**config.mk**
```make
export PLATFORM = sky130hd
export DESIGN_NAME = gpr_wb_sched_flat
export DESIGN_NICKNAME = d
export VERILOG_FILES = /design/src/rtl/gpr_pkg.sv /design/src/rtl/gpr_wb_sched_if.sv /design/src/rtl/rr_arbiter.sv /design/src/rtl/gpr_wb_sched.sv /design/src/flat_wrapper.sv
export SDC_FILE = /design/constraint.sdc
export NUM_CORES = 1
export LEC_CHECK = 0
export BUFFER_PORTS_ARGS = -buffer_cell sky130_fd_sc_hd__buf_4
export CORE_UTILIZATION = 30
export CTS_CLUSTER_DIAMETER = 200
export CTS_CLUSTER_SIZE = 12
export DETAILED_ROUTE_END_ITERATION = 10
export MAX_ROUTING_LAYER = met4
export SYNTH_ARGS = -nofsm -noshare
export SYNTH_HDL_FRONTEND = slang
export SYNTH_SLANG_ARGS = --single-unit
```
**constraint.sdc**
```tcl
create_clock -name clk -period 1.68 [get_ports clk]
set_input_delay 0.336 -clock clk [delete_from_list [all_inputs] [get_ports clk]]
set_output_delay 0.336 -clock clk [all_outputs]
set_load 0.02 [all_outputs]
```
**src/rtl/gpr_pkg.sv**
```systemverilog
// ---------------------------------------------------------------
// gpr_pkg : shared constants and types for the GPR writeback path
// Rev 1.0
// ---------------------------------------------------------------
`default_nettype none

package gpr_pkg;

  localparam int AW      = 5;
  localparam int DW      = 32;
  localparam int NUM_GPR = 32;

  localparam logic [AW-1:0] REG_ZERO = '0;
  localparam logic [AW-1:0] REG_RA   = 5'd31;

  typedef struct packed {
    logic [AW-1:0] rd;
    logic [DW-1:0] wd;
  } wb_req_t;

endpackage

`default_nettype wire

```
**src/rtl/gpr_wb_sched_if.sv**
```systemverilog
// ---------------------------------------------------------------
// gpr_wb_sched_if : writeback requester bundle (valid/ready + rd/wd)
// Rev 1.0
// ---------------------------------------------------------------
`default_nettype none

interface gpr_wb_sched_if #(
  parameter int NREQ = 3,
  parameter int AW   = 5,
  parameter int DW   = 32
);

  logic [NREQ-1:0]    req_valid;
  logic [NREQ-1:0]    req_ready;
  logic [NREQ*AW-1:0] req_rd;
  logic [NREQ*DW-1:0] req_wd;

  modport master (
    output req_valid,
    output req_rd,
    output req_wd,
    input  req_ready
  );

  modport slave (
    input  req_valid,
    input  req_rd,
    input  req_wd,
    output req_ready
  );

endinterface

`default_nettype wire

```
**src/rtl/rr_arbiter.sv**
```systemverilog
// ---------------------------------------------------------------
// rr_arbiter : round-robin arbiter, search starts one past the last grant
// Rev 1.0
// ---------------------------------------------------------------
`default_nettype none

module rr_arbiter #(
  parameter int N = 3
) (
  input  logic         clk,
  input  logic         rst,
  input  logic [N-1:0] req,
  input  logic         advance,
  output logic [N-1:0] grant
);

  localparam int PW = (N > 1) ? $clog2(N) : 1;

  logic [PW-1:0] ptr;
  logic [PW-1:0] grant_idx;
  logic          found;

  // Two passes: indices above the pointer first, then wrap to the rest.
  always_comb begin
    grant     = '0;
    grant_idx = ptr;
    found     = 1'b0;
    for (int i = 0; i < N; i++) begin
      if (!found && (i > int'(ptr)) && req[PW'(i)]) begin
        grant[PW'(i)] = 1'b1;
        grant_idx     = PW'(i);
        found         = 1'b1;
      end
    end
    for (int i = 0; i < N; i++) begin
      if (!found && (i <= int'(ptr)) && req[PW'(i)]) begin
        grant[PW'(i)] = 1'b1;
        grant_idx     = PW'(i);
        found         = 1'b1;
      end
    end
  end

  always_ff @(posedge clk) begin
    if (rst) begin
      ptr <= PW'(N - 1);
    end else if (advance) begin
      ptr <= grant_idx;
    end
  end

endmodule

`default_nettype wire

```
**src/rtl/gpr_wb_sched.sv**
```systemverilog
// ---------------------------------------------------------------
// gpr_wb_sched : writeback scheduler + GPR scoreboard; option GPR_WB_BYPASS_EN
// Rev 1.0
// ---------------------------------------------------------------
`default_nettype none

module gpr_wb_sched
  import gpr_pkg::*;
#(
  parameter int NREQ = 3,
  parameter int AW   = gpr_pkg::AW,
  parameter int DW   = gpr_pkg::DW
) (
  input  logic                 clk,
  input  logic                 rst,
  gpr_wb_sched_if.slave        bus,
  input  logic                 iss_valid,
  input  logic [AW-1:0]        iss_rd,
  input  logic [AW-1:0]        rs,
  input  logic [AW-1:0]        rt,
  output logic                 haz_a,
  output logic                 haz_b,
  output logic                 haz_d,
  output logic                 wb_we,
  output logic [AW-1:0]        wb_rd,
  output logic [DW-1:0]        wb_wd,
  output logic [NUM_GPR-1:0]   busy_vec,
  output logic                 fwd_a_valid,
  output logic                 fwd_b_valid,
  output logic [DW-1:0]        fwd_data
);

  logic [NREQ-1:0]    grant;
  logic [NREQ-1:0]    ready;
  logic               xfer;
  wb_req_t            win;
  wb_req_t            win_chain [NREQ+1];
  logic [NUM_GPR-1:0] busy_q;
  logic [NUM_GPR-1:0] busy_nxt;
  logic               raw_a;
  logic               raw_b;

  rr_arbiter #(
    .N (NREQ)
  ) u_arb (
    .clk     (clk),
    .rst     (rst),
    .req     (bus.req_valid),
    .advance (xfer),
    .grant   (grant)
  );

  assign ready         = rst ? '0 : grant;
  assign bus.req_ready = ready;
  assign xfer          = |ready;

  // Grant is one-hot, so a select chain acts as a plain mux.
  assign win_chain[0] = '0;
  for (genvar i = 0; i < NREQ; i++) begin : g_win
    assign win_chain[i+1] = ready[i] ? {bus.req_rd[i*AW +: AW], bus.req_wd[i*DW +: DW]}
                                     : win_chain[i];
  end
  assign win = win_chain[NREQ];

  // Writes to r0 are accepted from the requester but never reach the file.
  always_ff @(posedge clk) begin
    if (rst) begin
      wb_we <= 1'b0;
      wb_rd <= '0;
      wb_wd <= '0;
    end else begin
      wb_we <= xfer && (win.rd != REG_ZERO);
      if (xfer) begin
        wb_rd <= win.rd;
        wb_wd <= win.wd;
      end
    end
  end

  // Clear before set so a new producer wins over the retiring one.
  always_comb begin
    busy_nxt = busy_q;
    if (wb_we) begin
      busy_nxt[wb_rd] = 1'b0;
    end
    if (iss_valid && (iss_rd != REG_ZERO)) begin
      busy_nxt[iss_rd] = 1'b1;
    end
    busy_nxt[0] = 1'b0;
  end

  always_ff @(posedge clk) begin
    if (rst) begin
      busy_q <= '0;
    end else begin
      busy_q <= busy_nxt;
    end
  end

  assign busy_vec = busy_q;
  assign raw_a    = busy_q[rs] && (rs != REG_ZERO);
  assign raw_b    = busy_q[rt] && (rt != REG_ZERO);
  assign haz_d    = busy_q[iss_rd] && (iss_rd != REG_ZERO);

`ifdef GPR_WB_BYPASS_EN
  assign fwd_a_valid = wb_we && (rs == wb_rd) && (rs != REG_ZERO);
  assign fwd_b_valid = wb_we && (rt == wb_rd) && (rt != REG_ZERO);
  assign fwd_data    = wb_wd;
`else
  assign fwd_a_valid = 1'b0;
  assign fwd_b_valid = 1'b0;
  assign fwd_data    = '0;
`endif

  assign haz_a = raw_a && !fwd_a_valid;
  assign haz_b = raw_b && !fwd_b_valid;

  for (genvar i = 0; i < NREQ; i++) begin : g_hold_chk
    a_valid_hold: assert property (@(posedge clk) disable iff (rst)
      (bus.req_valid[i] && !bus.req_ready[i]) |=> bus.req_valid[i]);
  end

  // Re-issuing to a register whose producer commits on this same edge is legal.
  a_issue_busy: assert property (@(posedge clk) disable iff (rst)
    (iss_valid && (iss_rd != REG_ZERO) && !(wb_we && (wb_rd == iss_rd)))
      |-> !busy_q[iss_rd]);

endmodule

`default_nettype wire
```
**src/flat_wrapper.sv**
```systemverilog
// flat-port wrapper written by rule: the top's interface ports become plain ports
module gpr_wb_sched_flat import gpr_pkg::*;
#(
  parameter int NREQ = 3,
  parameter int AW   = gpr_pkg::AW,
  parameter int DW   = gpr_pkg::DW
)
  (clk, rst, iss_valid, iss_rd, rs, rt, haz_a, haz_b, haz_d, wb_we, wb_rd, wb_wd, busy_vec, fwd_a_valid, fwd_b_valid, fwd_data, bus_req_valid, bus_req_rd, bus_req_wd, bus_req_ready);
  gpr_wb_sched_if #(.NREQ(NREQ), .AW(AW), .DW(DW)) bus_i ();
  input  logic clk;
  input  logic rst;
  input  logic iss_valid;
  input  logic [AW-1:0] iss_rd;
  input  logic [AW-1:0] rs;
  input  logic [AW-1:0] rt;
  output logic haz_a;
  output logic haz_b;
  output logic haz_d;
  output logic wb_we;
  output logic [AW-1:0] wb_rd;
  output logic [DW-1:0] wb_wd;
  output logic [NUM_GPR-1:0] busy_vec;
  output logic fwd_a_valid;
  output logic fwd_b_valid;
  output logic [DW-1:0] fwd_data;
  input wire logic [$bits(bus_i.req_valid)-1:0] bus_req_valid;
  input wire logic [$bits(bus_i.req_rd)-1:0] bus_req_rd;
  input wire logic [$bits(bus_i.req_wd)-1:0] bus_req_wd;
  output wire logic [$bits(bus_i.req_ready)-1:0] bus_req_ready;
  assign bus_i.req_valid = bus_req_valid;
  assign bus_i.req_rd = bus_req_rd;
  assign bus_i.req_wd = bus_req_wd;
  assign bus_req_ready = bus_i.req_ready;
  gpr_wb_sched #(.NREQ(NREQ), .AW(AW), .DW(DW)) u_core (.clk(clk), .rst(rst), .bus(bus_i), .iss_valid(iss_valid), .iss_rd(iss_rd), .rs(rs), .rt(rt), .haz_a(haz_a), .haz_b(haz_b), .haz_d(haz_d), .wb_we(wb_we), .wb_rd(wb_rd), .wb_wd(wb_wd), .busy_vec(busy_vec), .fwd_a_valid(fwd_a_valid), .fwd_b_valid(fwd_b_valid), .fwd_data(fwd_data));
endmodule
```
## After elaboration in Yosys (flattened, before gate mapping)

Index checks and enable logic that the tools add are counted.

- Memories kept: 0
- Output and inout bits: 110
- Register bits after elaboration: 72
- Memory bits (read-only): 0
- Latch bits: 0
- Memory bits (writable): 0
- Logic and storage cells: 60

- Divide/modulo/power cells: 0
- Reductions and logical operators: 20
- Bitwise logic cells: 3
- Multiply operators: 0
- Eq/ne operators: 0
- Add/sub/neg operators: 0
- Magnitude comparators: 8
- Mux-type cells: 23
- Shifts and indexed selects: 0

Operators with widths:

| operator | count |
|---|---|
| $mux W37 | 3 |
| $mux W32 | 2 |
| $and A32 B32 Y32 | 1 |
| $not A32 Y32 | 1 |
| $or A32 B32 Y32 | 1 |
| $lt A5 B6 Y1 const B | 4 |
| $reduce_bool A5 Y1 | 4 |
| $bmux W1 S5 | 3 |
| $logic_and A1 B1 Y1 | 11 |
| $demux W1 S5 | 2 |
| $ge A5 B1 Y1 const B | 2 |
| $mux W1 | 9 |
| $mux W2 | 4 |
| $reduce_bool A3 Y1 | 1 |
| $reduce_or A3 Y1 | 1 |
| $gt A1 B2 Y1 const A | 1 |
| $le A1 B2 Y1 const A | 1 |
| $logic_not A1 Y1 | 2 |
| $reduce_and A2 Y1 | 1 |

## Depth between registers and ports, before layout

- Word-level depth: 16
- Depth in mapped cells: 7
- Mapped depth without buffers: 4

## By module

A second synthesis with hierarchy kept.

- Cells, all modules: 519
- Area, all modules: 4377.9 um2

Modules (own cells, without submodules):

| module | seq. area each (um2) | area each (um2) | times used | cells each |
|---|---|---|---|---|
| gpr_wb_sched | 1381.3 | 4259.1 | 1 | 506 |
| rr_arbiter | 40.0 | 118.9 | 1 | 13 |

## Worst setup path before layout

Ideal clock, no wire load.

- Kind: in2out
- Start point: input port rs[0]
- End point: output port haz_a
- Setup slack: -0.179 ns
- Stages: 5
- Data required time: 1.344 ns
- Arrival time: 1.523 ns
- Buffers on the path: 1
- Cell sequence: buf_2 > mux4_2 > o22ai_1 > a311oi_1 > a221o_1

- Longest elaborated chain between the ends: 3

RTL lines:

| item | RTL line | RTL |
|---|---|---|
| from (decl) | flat_wrapper.sv:14 | `input logic [AW-1:0] rs;` |
| $bmux W1 S5 | gpr_wb_sched.sv:101 | `assign raw_a = busy_q[rs] && (rs != REG_ZERO);` |
| $mux W1 (not written as such) | gpr_wb_sched.sv:101 |  |
| $logic_and A1 B1 Y1 (*) | gpr_wb_sched.sv:101 |  |
| to (decl) | flat_wrapper.sv:16 | `output logic haz_a;` |

Mark *: on every way between the ends. The rest lies on a longest branch, timed or not. The select of a mux whose other input is x is not followed.

## Final worst setup path

- Start point: register u_core.busy_q[18], in the netlist u_core.busy_vec[18]
- End point: output port haz_a

- Longest elaborated chain between the ends: 3

RTL lines:

| item | RTL line | RTL |
|---|---|---|
| from (decl) | gpr_wb_sched.sv:38 | `logic [NUM_GPR-1:0] busy_q;` |
| from (signal assigned) | gpr_wb_sched.sv:96 | `busy_q <= busy_nxt;` |
| $bmux W1 S5 | gpr_wb_sched.sv:101 |  |
| $mux W1 (not written as such) | gpr_wb_sched.sv:101 |  |
| $logic_and A1 B1 Y1 | gpr_wb_sched.sv:101 |  |

No other way between the ends. The select of a mux whose other input is x is not followed.

==> results.md <==
- Run status: finished with violations
- Failing checks: negative setup slack
- Drt pass-1 iters: 7
- Relative slew slack: 63.5%
- RSZ-0062 raised after global routing: true
- Area after DPL: 5600 um^2
- EDFF count, synth: 0
- Crit path kind: reg -> out
- Root buffer cell: clkbuf_16
- Clock power frac: 46.1%
- Worst-Skew Late Latency: 0.34 ns
- FFs w/ async S/R, synth: 0%
- Fraction of the yosys area taken by sequential cells: 36.6%
- Placed Cells incl. Taps: 803
- Die W: 116 um
- Lkg Pwr: 2.81 nW
- CP endpoint kind: output port
- Final Hold Viols: 0
- Antenna-violating nets left: 0
- Pre-CTS setup slack: -0.435 ns
- Hold Buf Count CTS: 0
- Core area: 12,600 um^2
- Post-synthesis area per instance: 8.95 um^2
- Yosys cell types: 45
- Sw frac: 25.2%
- Startpoint Class: register
- Commonest cells post-synth: dfxtp_1 (71), nand2_1 (39), nor2_1 (38)
- Post-DR wirelength/cell: 17.6 um
- Grt ovf: 0
- Vias after detailed routing: 4,370
- Layout net count: 785
- Final core occ: 50.0%
- Worst path arrival time: 1.85 ns
- Slew Viols, Final: 0
- Top FF cell, synth: dfxtp_1
- Share of layout cells above drive strength 1: 46.5%
- Seq pwr share: 34.5%
- Synth area leaders: dfxtp_1 (37%), a222oi_1 (8.5%), buf_4 (7.0%)
- IO buf count: 167
- Top cell type's share of synthesized area: 36.6%
- Drt via density: 5.27
- Critical Path Fanout Max: 4
- Antenna violations before repair: 0
- Pin count of the biggest net entering global routing: 52
- CTS Buf Count: 9
- I/O Pins: 242
- Min Hold Slack: 0.239 ns
- Pwr Total: 5.24 mW
- Max Root-Sink Buffers: 2
- Clock sinks: 71
- Non-Filler Instances: 830
- Vias in the first global route: 4,224
- Number of max-cap violations: 0
- Psw: 1.32 mW
- Multi-input gate area: 2290 um^2
- Synth Register Bits: 71
- Min cycle time layout: 2.18 ns
- Site row count: 41
- Global-route wire length before repair: 21,900 um
- Setup WS post-layout: -0.502 ns
- Fmax: 0.458 GHz
- # DRC: 0
- Setup Skew: 0.00770 ns
- Peak VDD IR: 0.494 mV
- Logic pwr share: 19.4%
- Synth Instances: 434
- Filler instances: 1,197
- Fin Setup TNS: -2.48 ns
- Fin area: 6310 um^2
- CTS tree: built
- Die height: 116 um
- Routed wire length: 14,600 um
- Cell with the most instances after synthesis: dfxtp_1
- # diodes: 0
- Area Growth Syn to Fin: 62.4%
- Power per standard cell area: 830 nW/um^2
- P_int: 3.92 mW
- Initial core utilization: 30.8%
- CP required: 1.34 ns
- Clock slew at reported path FFs: 0.06 ns
- HPWL after DPL: 10,600 um
- HP Class: in -> reg
- Die footprint: 13,400 um^2
- Most area-hungry cell type in the Yosys netlist: dfxtp_1
- Yosys Warn Count: 0
- Finish-stage setup viols: 33
- Tcrit/Tclk final: 130%
- Synthesized cell area: 3880 um^2
- Htree depth: 3
- Worst-Margin Slew: 0.548 ns
- Routability cong.: 0.866
- Global Route Usage Sum: 22.4%
- Register area: 1440 um^2
- DRT iter0 DRCs: 314
## critical path, cell delays in order, from the launching register on
cell,delay [ns]
dfxtp_4,0.36
mux2_1,0.30
o311ai_2,0.27
a221oi_1,0.09
a221o_1,0.35
buf_6,0.14
## power groups by stage
stage | logic [mW] | registers (mW) | clock network (mW)
5_1_grt | 1.08 | 1.82 | 2.52
3_3_place_gp | 0.896 | 1.84 | 0
6_report | 1.01 | 1.81 | 2.41
3_5_place_dp | 0.916 | 1.84 | 0
4_1_cts | 1.00 | 1.81 | 2.44
2_1_floorplan | 0.473 | 1.90 | 0
## layout by cell type (no fill, tap or decap), drive strengths merged, types with 8 or more instances in the layout
| master | synthesis | layout |
|---|---|---|
| mux2 | 10 | 10 |
| dfxtp | 71 | 71 |
| clkbuf | 21 | 11 |
| a21oi | 33 | 33 |
| nor2 | 38 | 38 |
| a222oi | 33 | 33 |
| conb | 1 | 36 |
| mux2i | 14 | 14 |
| mux4 | 11 | 11 |
| o21ai | 32 | 32 |
| nand3 | 8 | 8 |
| buf | 49 | 242 |
| nand2 | 39 | 39 |
## flip-flops by register name, summed over array words and instances (netlist names)
name	cells
u_core.wb_wd	32
u_core.busy_vec	31
u_core.wb_rd	5
u_core.u_arb.ptr	2
u_core.wb_we	1
## metal layers
| metal | GRT usage [%] | share of wire [%] |
|---|---|---|
| met5 | - | 0 |
| met1 | 26.7 | 41 |
| met2 | 36.5 | 49 |
| met3 | 3.45 | 8.4 |
| met4 | 11.3 | 1.8 |
## final timing paths
check	from	to	slack, ns	cells after the start
worst min-delay path	bus_req_rd[4]	u_core.wb_we$_SDFF_PP0_	0.24	3
worst min register to register	u_core.u_arb.ptr[0]$_SDFFE_PP0P_	u_core.u_arb.ptr[0]$_SDFFE_PP0P_	0.47	1
worst max register to register	u_core.u_arb.ptr[1]$_SDFFE_PP1P_	u_core.wb_wd[4]$_SDFFE_PP0P_	-0.07	6
worst max-delay path	u_core.busy_vec[18]$_SDFF_PP0_	haz_a	-0.50	5
## what timing repair did
item | 4_1_cts | 5_1_grt
pin swaps | 13 | 13
buffers inserted | 7 | 4
cloned | 3 | 0
endpoints found under the setup margin | 19 | 42
gates resized for setup | 37 | 17
## kinds of logic (layout without fill, tap and decap cells)
family | count (synthesis) | count (layout) | share of synthesized area (%)
AND/OR/NAND/NOR | 120 | 120 | 15.1
flip-flops | 71 | 71 | 36.6
buffers and inverters | 77 | 266 | 11.6
AO/OA/AOI/OAI | 130 | 130 | 23.7
other | 1 | 36 | 0.0966
multiplexers | 35 | 35 | 12.9
## final cells by class
class / count / area share, %
multi-input cells: 321 / 36.3
inverters: 7 / 0.417
clock buffers: 11 / 4.01
repair buffers: 243 / 31.1
clock inverters: 5 / 2.02
well taps: 172 / 3.41
flip-flops and latches: 71 / 22.8
(Power assumes the default switching activity.)
